## config.mk

```make
export PLATFORM = sky130hd
export DESIGN_NAME = cipher_uart_tx_flat
export DESIGN_NICKNAME = d
export VERILOG_FILES = /design/src/rtl/cipher_uart_tx_if.sv /design/src/rtl/cipher_uart_tx.sv /design/src/flat_wrapper.sv
export SDC_FILE = /design/constraint.sdc
export NUM_CORES = 1
export LEC_CHECK = 0
export ABC_AREA = 1
export CORE_MARGIN = 2
export CORE_UTILIZATION = 39
export CTS_CLUSTER_SIZE = 40
export DETAILED_ROUTE_END_ITERATION = 12
export GPL_ROUTABILITY_DRIVEN = 1
export PLACE_DENSITY_LB_ADDON = 0.1
export SETUP_SLACK_MARGIN = 0.4
export SLEW_MARGIN = 20
export SYNTH_ARGS = -nofsm -noshare
export SYNTH_HDL_FRONTEND = slang
export SYNTH_SLANG_ARGS = --single-unit
```

## constraint.sdc

```tcl
create_clock -name clk -period 5.4 [get_ports clk]
set_input_delay 0.54 -clock clk [delete_from_list [all_inputs] [get_ports clk]]
set_output_delay 0.54 -clock clk [all_outputs]
set_load 0.05 [all_outputs]
```

## src/rtl/cipher_uart_tx_if.sv

```systemverilog
// ---------------------------------------------------------------------------
// cipher_uart_tx_if
// Groups the byte-in handshake and the UART-side status signals that run
// between the scrambler and the cipher UART transmitter.
//
//   send_to_uart : one-cycle strobe, cipher_text valid this cycle
//   cipher_text  : scrambled byte (N bits)
//   tx           : UART serial line, idle high
//   busy         : frame in progress
//   fifo_full    : input buffer holds FIFO_DEPTH entries
//   overflow     : sticky, a byte was dropped
//   tx_done      : one-cycle pulse at the end of each stop bit
//
// master = scrambler side, slave = transmitter side.
// ---------------------------------------------------------------------------
interface cipher_uart_tx_if #(
    parameter int N = 8
);
    logic         send_to_uart;
    logic [N-1:0] cipher_text;
    logic         tx;
    logic         busy;
    logic         fifo_full;
    logic         overflow;
    logic         tx_done;

    modport master (
        output send_to_uart,
        output cipher_text,
        input  tx,
        input  busy,
        input  fifo_full,
        input  overflow,
        input  tx_done
    );

    modport slave (
        input  send_to_uart,
        input  cipher_text,
        output tx,
        output busy,
        output fifo_full,
        output overflow,
        output tx_done
    );
endinterface

```

## src/rtl/cipher_uart_tx.sv

```systemverilog
// ---------------------------------------------------------------------------
// cipher_uart_tx
// Buffers scrambled bytes in a small FIFO and serialises them as 8N1-style
// UART frames (start bit, N data bits LSB first, one stop bit).
//
// Ports:
//   clk  : clock, all state updates on the rising edge
//   rst  : asynchronous, active-low reset
//   bus  : cipher_uart_tx_if.slave (strobe/byte in, tx line and status out)
//
// FSM states:
//   state | meaning
//   IDLE  | line high, waiting for a buffered byte
//   START | start bit (tx=0) for CLKS_PER_BIT cycles
//   DATA  | N data bits, LSB first, CLKS_PER_BIT cycles each
//   STOP  | stop bit (tx=1); tx_done pulses as the FSM leaves
// ---------------------------------------------------------------------------
module cipher_uart_tx #(
    parameter int N            = 8,
    parameter int CLKS_PER_BIT = 434,
    parameter int FIFO_DEPTH   = 4
) (
    input  logic              clk,
    input  logic              rst,
    cipher_uart_tx_if.slave   bus
);

    localparam int PW = $clog2(FIFO_DEPTH);
    localparam int CW = PW + 1;
    localparam int BW = $clog2(CLKS_PER_BIT);
    localparam int IW = $clog2(N);

    localparam logic [CW-1:0] DEPTH_C   = CW'(FIFO_DEPTH);
    localparam logic [BW-1:0] BAUD_LAST = BW'(CLKS_PER_BIT - 1);
    localparam logic [IW-1:0] BIT_LAST  = IW'(N - 1);

    typedef enum logic [1:0] {
        IDLE  = 2'd0,
        START = 2'd1,
        DATA  = 2'd2,
        STOP  = 2'd3
    } state_t;

    state_t        r_state;
    logic [BW-1:0] r_baud;
    logic [IW-1:0] r_bit_idx;
    logic [N-1:0]  r_shift;
    logic          r_tx;
    logic          r_tx_done;

    logic [N-1:0]  r_mem [FIFO_DEPTH];
    logic [PW-1:0] r_wr_ptr;
    logic [PW-1:0] r_rd_ptr;
    logic [CW-1:0] r_count;
    logic          r_overflow;

    logic          w_pop;
    logic          w_push;
    logic [N-1:0]  w_head;

    // The FSM only pops from IDLE; a pop frees a slot on the same edge, so a
    // strobe arriving while full is still accepted on the pop edge.
    assign w_pop  = (r_state == IDLE) && (r_count != '0);
    assign w_push = bus.send_to_uart && ((r_count != DEPTH_C) || w_pop);
    assign w_head = r_mem[r_rd_ptr];

    // Storage carries no reset: contents are only meaningful under r_count.
    always_ff @(posedge clk) begin
        if (w_push) begin
            r_mem[r_wr_ptr] <= bus.cipher_text;
        end
    end

    always_ff @(posedge clk or negedge rst) begin
        if (!rst) begin
            r_wr_ptr   <= '0;
            r_rd_ptr   <= '0;
            r_count    <= '0;
            r_overflow <= 1'b0;
        end else begin
            if (w_push) begin
                r_wr_ptr <= r_wr_ptr + 1'b1;
            end
            if (w_pop) begin
                r_rd_ptr <= r_rd_ptr + 1'b1;
            end
            case ({w_push, w_pop})
                2'b10:   r_count <= r_count + 1'b1;
                2'b01:   r_count <= r_count - 1'b1;
                default: r_count <= r_count;
            endcase
            if (bus.send_to_uart && !w_push) begin
                r_overflow <= 1'b1;
            end
        end
    end

    always_ff @(posedge clk or negedge rst) begin
        if (!rst) begin
            r_state   <= IDLE;
            r_baud    <= '0;
            r_bit_idx <= '0;
            r_shift   <= '0;
            r_tx      <= 1'b1;
            r_tx_done <= 1'b0;
        end else begin
            r_tx_done <= 1'b0;
            case (r_state)
                IDLE: begin
                    r_tx      <= 1'b1;
                    r_baud    <= '0;
                    r_bit_idx <= '0;
                    if (w_pop) begin
                        r_shift <= w_head;
                        r_tx    <= 1'b0;
                        r_state <= START;
                    end
                end
                START: begin
                    if (r_baud == BAUD_LAST) begin
                        r_baud    <= '0;
                        r_bit_idx <= '0;
                        r_tx      <= r_shift[0];
                        r_shift   <= r_shift >> 1;
                        r_state   <= DATA;
                    end else begin
                        r_baud <= r_baud + 1'b1;
                    end
                end
                DATA: begin
                    if (r_baud == BAUD_LAST) begin
                        r_baud <= '0;
                        if (r_bit_idx == BIT_LAST) begin
                            r_bit_idx <= '0;
                            r_tx      <= 1'b1;
                            r_state   <= STOP;
                        end else begin
                            r_bit_idx <= r_bit_idx + 1'b1;
                            r_tx      <= r_shift[0];
                            r_shift   <= r_shift >> 1;
                        end
                    end else begin
                        r_baud <= r_baud + 1'b1;
                    end
                end
                STOP: begin
                    if (r_baud == BAUD_LAST) begin
                        r_baud    <= '0;
                        r_tx_done <= 1'b1;
                        r_state   <= IDLE;
                    end else begin
                        r_baud <= r_baud + 1'b1;
                    end
                end
                default: begin
                    r_baud    <= '0;
                    r_bit_idx <= '0;
                    r_tx      <= 1'b1;
                    r_state   <= IDLE;
                end
            endcase
        end
    end

    assign bus.tx        = r_tx;
    assign bus.busy      = (r_state != IDLE);
    assign bus.fifo_full = (r_count == DEPTH_C);
    assign bus.overflow  = r_overflow;
    assign bus.tx_done   = r_tx_done;

endmodule

```

## src/flat_wrapper.sv

```systemverilog
// flat-port wrapper written by rule: the top's interface ports become plain ports
module cipher_uart_tx_flat 
#(
    parameter int N            = 8,
    parameter int CLKS_PER_BIT = 434,
    parameter int FIFO_DEPTH   = 4
)
  (clk, rst, bus_send_to_uart, bus_cipher_text, bus_tx, bus_busy, bus_fifo_full, bus_overflow, bus_tx_done);
  cipher_uart_tx_if #(.N(N)) bus_i ();
  input  logic clk;
  input  logic rst;
  input wire logic [$bits(bus_i.send_to_uart)-1:0] bus_send_to_uart;
  input wire logic [$bits(bus_i.cipher_text)-1:0] bus_cipher_text;
  output wire logic [$bits(bus_i.tx)-1:0] bus_tx;
  output wire logic [$bits(bus_i.busy)-1:0] bus_busy;
  output wire logic [$bits(bus_i.fifo_full)-1:0] bus_fifo_full;
  output wire logic [$bits(bus_i.overflow)-1:0] bus_overflow;
  output wire logic [$bits(bus_i.tx_done)-1:0] bus_tx_done;
  assign bus_i.send_to_uart = bus_send_to_uart;
  assign bus_i.cipher_text = bus_cipher_text;
  assign bus_tx = bus_i.tx;
  assign bus_busy = bus_i.busy;
  assign bus_fifo_full = bus_i.fifo_full;
  assign bus_overflow = bus_i.overflow;
  assign bus_tx_done = bus_i.tx_done;
  cipher_uart_tx #(.N(N), .CLKS_PER_BIT(CLKS_PER_BIT), .FIFO_DEPTH(FIFO_DEPTH)) u_core (.clk(clk), .rst(rst), .bus(bus_i));
endmodule
```

==> impl_metrics.env <==
export IMPL_syn_mean_instance_area_um2=10.01
export IMPL_cts_buffers_inserted=9
export IMPL_drive_gt1_share_pct=10.46
export IMPL_rsz0062_at_grt="no"
export IMPL_first_global_vias=1963
export IMPL_cpMaxStageDelayCell="clkdlybuf4s50_1"
export IMPL_drcViolationCount=0
export IMPL_core_mm2=0.007331
export IMPL_grtUsageTotal_pct=14.79
export IMPL_cts_sinks=64
export IMPL_relSlewSlack_pct=46.99
export IMPL_ctsLongestPathBuffers=2
export IMPL_cp_data_arrival_time_ns=2.09
export IMPL_crit_fanout=5
export IMPL_place_worst_setup_slack_ns=3.000
export IMPL_portBuffers=15
export IMPL_max_freq_ghz=0.3808
export IMPL_min_path_cells=2
export IMPL_slew_violations=0
export IMPL_ys_ff_latch=64
export IMPL_cts_resized=0
export IMPL_die_area_mm2=0.008360
export IMPL_grt_max_degree=33
export IMPL_fin_nets=347
export IMPL_wl_per_cell_um=13.02
export IMPL_wl_um=5520
export IMPL_synth_cells=298
export IMPL_dpl_cell_count=408
export IMPL_slowest_delay_ns=0.82
export IMPL_syn_area_mm2=0.002982
export IMPL_r2r_cells=10
export IMPL_num_rows=31
export IMPL_cp_buffers_inverters=3
export IMPL_outcome="finished, final reports clean"
export IMPL_fin_skew_ns=0.008480
export IMPL_syn_to_final_growth_pct=16.07
export IMPL_post_route_period_util_pct=48.63
export IMPL_dr_pass1_iters=4
export IMPL_crit_cells=4
export IMPL_root_buffer="clkbuf_8"
export IMPL_drv_cap=0
export IMPL_final_min_clock_period_ns=2.626
export IMPL_holdBufCountCts=0
export IMPL_synth_fp_nets=325
export IMPL_leakagePower_nw=1.526
export IMPL_synthFlopType="edfxtp_1"
export IMPL_n_fill_cell=715
export IMPL_cp_top_family="buffers and inverters"
export IMPL_clk_pin_slew_ns=0.07
export IMPL_async_flop_share_pct=50.00
export IMPL_vias=1987
export IMPL_dieWidth_um=91.44
export IMPL_place_congestion=0.7298
export IMPL_grt_overflow=0
export IMPL_ys_seq_area_share_pct=59.13
export IMPL_vias_per_cell=4.686
export IMPL_cts_setup_buffers=0
export IMPL_boundaryPins=16
export IMPL_antenna_found_initial=0
export IMPL_ir_drop_mv=0.1907
export IMPL_clk_latency_ns=0.34
export IMPL_final_cells=424
export IMPL_setup_ws_ns=2.774
export IMPL_tightest_slew_ns=0.7922
export IMPL_required_ns=4.86
export IMPL_layout_commonest_cell="nand2_1"
export IMPL_drt_iter0_markers=68
export IMPL_setup_violations_final=0
export IMPL_grt_pass1_wl_um=9535
export IMPL_die_h_um=91.44
export IMPL_cts_htree_levels=3
export IMPL_cpMostUsedCell="inv_1"
export IMPL_p_per_area_mw_per_mm2=365.2
export IMPL_mostFrequentLayoutCells="nand2_1 (88), nand3_1 (36), edfxtp_1 (32)"
export IMPL_whs_ns=0.4718
export IMPL_postRouteAntennaNets=0
export IMPL_ys_warn_count=0
export IMPL_cp_start_kind="register"
export IMPL_cts_tree="built"
export IMPL_synth_edf_count=32
export IMPL_critPathKind="register to output port"
export IMPL_crit_chain="inv_1 -> ha_1 -> inv_1 -> clkdlybuf4s50_1"
export IMPL_finalHoldViolCount=0
export IMPL_insertedDiodeCount=0
export IMPL_hold_class="register to register"
export IMPL_ys_types=35
export IMPL_tns_ns=0
export IMPL_detailed_place_hpwl_um=3805
export IMPL_worstSetupEndpointType="output port"
export IMPL_initial_core_util_pct=40.67
-- Yosys cell counts, types with 2 or more instances --
cell       n  area (um^2)
edfxtp_1  32        960.9
inv_1     25        93.84
nand2_2    4        25.02
xor2_1     4        35.03
buf_4      2        15.01
nand2_1   88        330.3
inv_2      2        7.510
nand3_1   36        180.2
a21oi_1    7        35.03
o21ai_0    6        30.03
nor2_1    18        67.56
nor3_1     5        25.02
xnor2_1    2        17.52
buf_2      2        10.01
ha_1      15        187.7
dfrtp_1   31        775.7
-- final cells by class --
class                      instances  area [um^2]  share of cell area, %
clock buffer                       9        123.9                  3.579
clock inverter                     7        102.6                  2.965
inverter                          28        107.6                  3.109
multi-input combinational        201         1082                  31.27
sequential                        64         1763                  50.94
tap                               99        123.9                  3.579
timing repair buffer              16        157.7                  4.555
-- logic make-up (layout without fill, tap and decap cells) --
logic type               after synthesis  in the layout  synth area share [%]
buffers and inverters                 33             60                 4.574
flip-flops                            64             64                 59.13
AND/OR/NAND/NOR                      161            161                 23.79
adder cells (fa/ha/maj)               16             16                 6.966
AO/OA/AOI/OAI                         17             17                 3.399
XOR/XNOR                               6              6                 1.762
multiplexers                           1              1                0.3776
-- worst reg2reg max path, cell delays in order, from the launching register on --
cell,delay (ns)
dfrtp_1,0.43
inv_1,0.12
ha_1,0.25
inv_1,0.12
nand2_1,0.10
nand2_2,0.12
ha_1,0.27
fa_1,0.44
a21oi_1,0.13
o21ai_0,0.11
xor2_1,0.15
-- power breakdown --
group / leakage (nW) / internal, mW / switching (mW) / total [mW]
logic: 0.735 / 0.0642 / 0.118 / 0.182
registers: 0.681 / 0.589 / 0.0289 / 0.618
clock network: 0.110 / 0.264 / 0.200 / 0.464
-- through the flow --
stage | utilization, % | area (um^2) | power [mW]
floorplan | - | 2982 | 0.7473
finish | 47.21 | 3461 | 1.264
global route | 47.21 | 3461 | 1.331
global placement | 44.12 | 3234 | 0.8101
detailed placement | 44.12 | 3234 | 0.8114
CTS | 47.21 | 3461 | 1.279
-- flip-flops by register name (all words and copies together) (netlist names) --
| signal | cells |
|---|---|
| u_core.r_count | 3 |
| u_core.r_state | 2 |
| u_core.r_mem | 32 |
| u_core.bus.overflow | 1 |
| u_core.bus.tx | 1 |
| u_core.r_baud | 9 |
| u_core.r_wr_ptr | 2 |
| u_core.r_rd_ptr | 2 |
| u_core.r_bit_idx | 3 |
| u_core.bus.tx_done | 1 |
| u_core.r_shift | 8 |
-- final timing paths --
path | start | to | slack, ns
max | u_core.r_state[0]$_DFFE_PN0P_ | bus_busy | 2.77
min | u_core.bus.tx$_DFFE_PN1P_ | u_core.bus.tx$_DFFE_PN1P_ | 0.47
max reg2reg | u_core.r_state[0]$_DFFE_PN0P_ | u_core.r_count[2]$_DFFE_PN0P_ | 3.06
min reg2reg | u_core.bus.tx$_DFFE_PN1P_ | u_core.bus.tx$_DFFE_PN1P_ | 0.47
max in group asynchronous | rst | u_core.bus.tx$_DFFE_PN1P_ | 4.45
min in group asynchronous | rst | u_core.r_baud[4]$_DFF_PN0_ | 0.60
-- per-layer routing --
layer	vias to the layer above	GRT usage (%)	share of wire, %
met5	-	0	0
met4	0	4.924	0.78
met3	5	4.730	3.2
met2	24	23.16	48
met1	937	19.41	48
li1	1021	-	-
(Power assumes the default switching activity.)
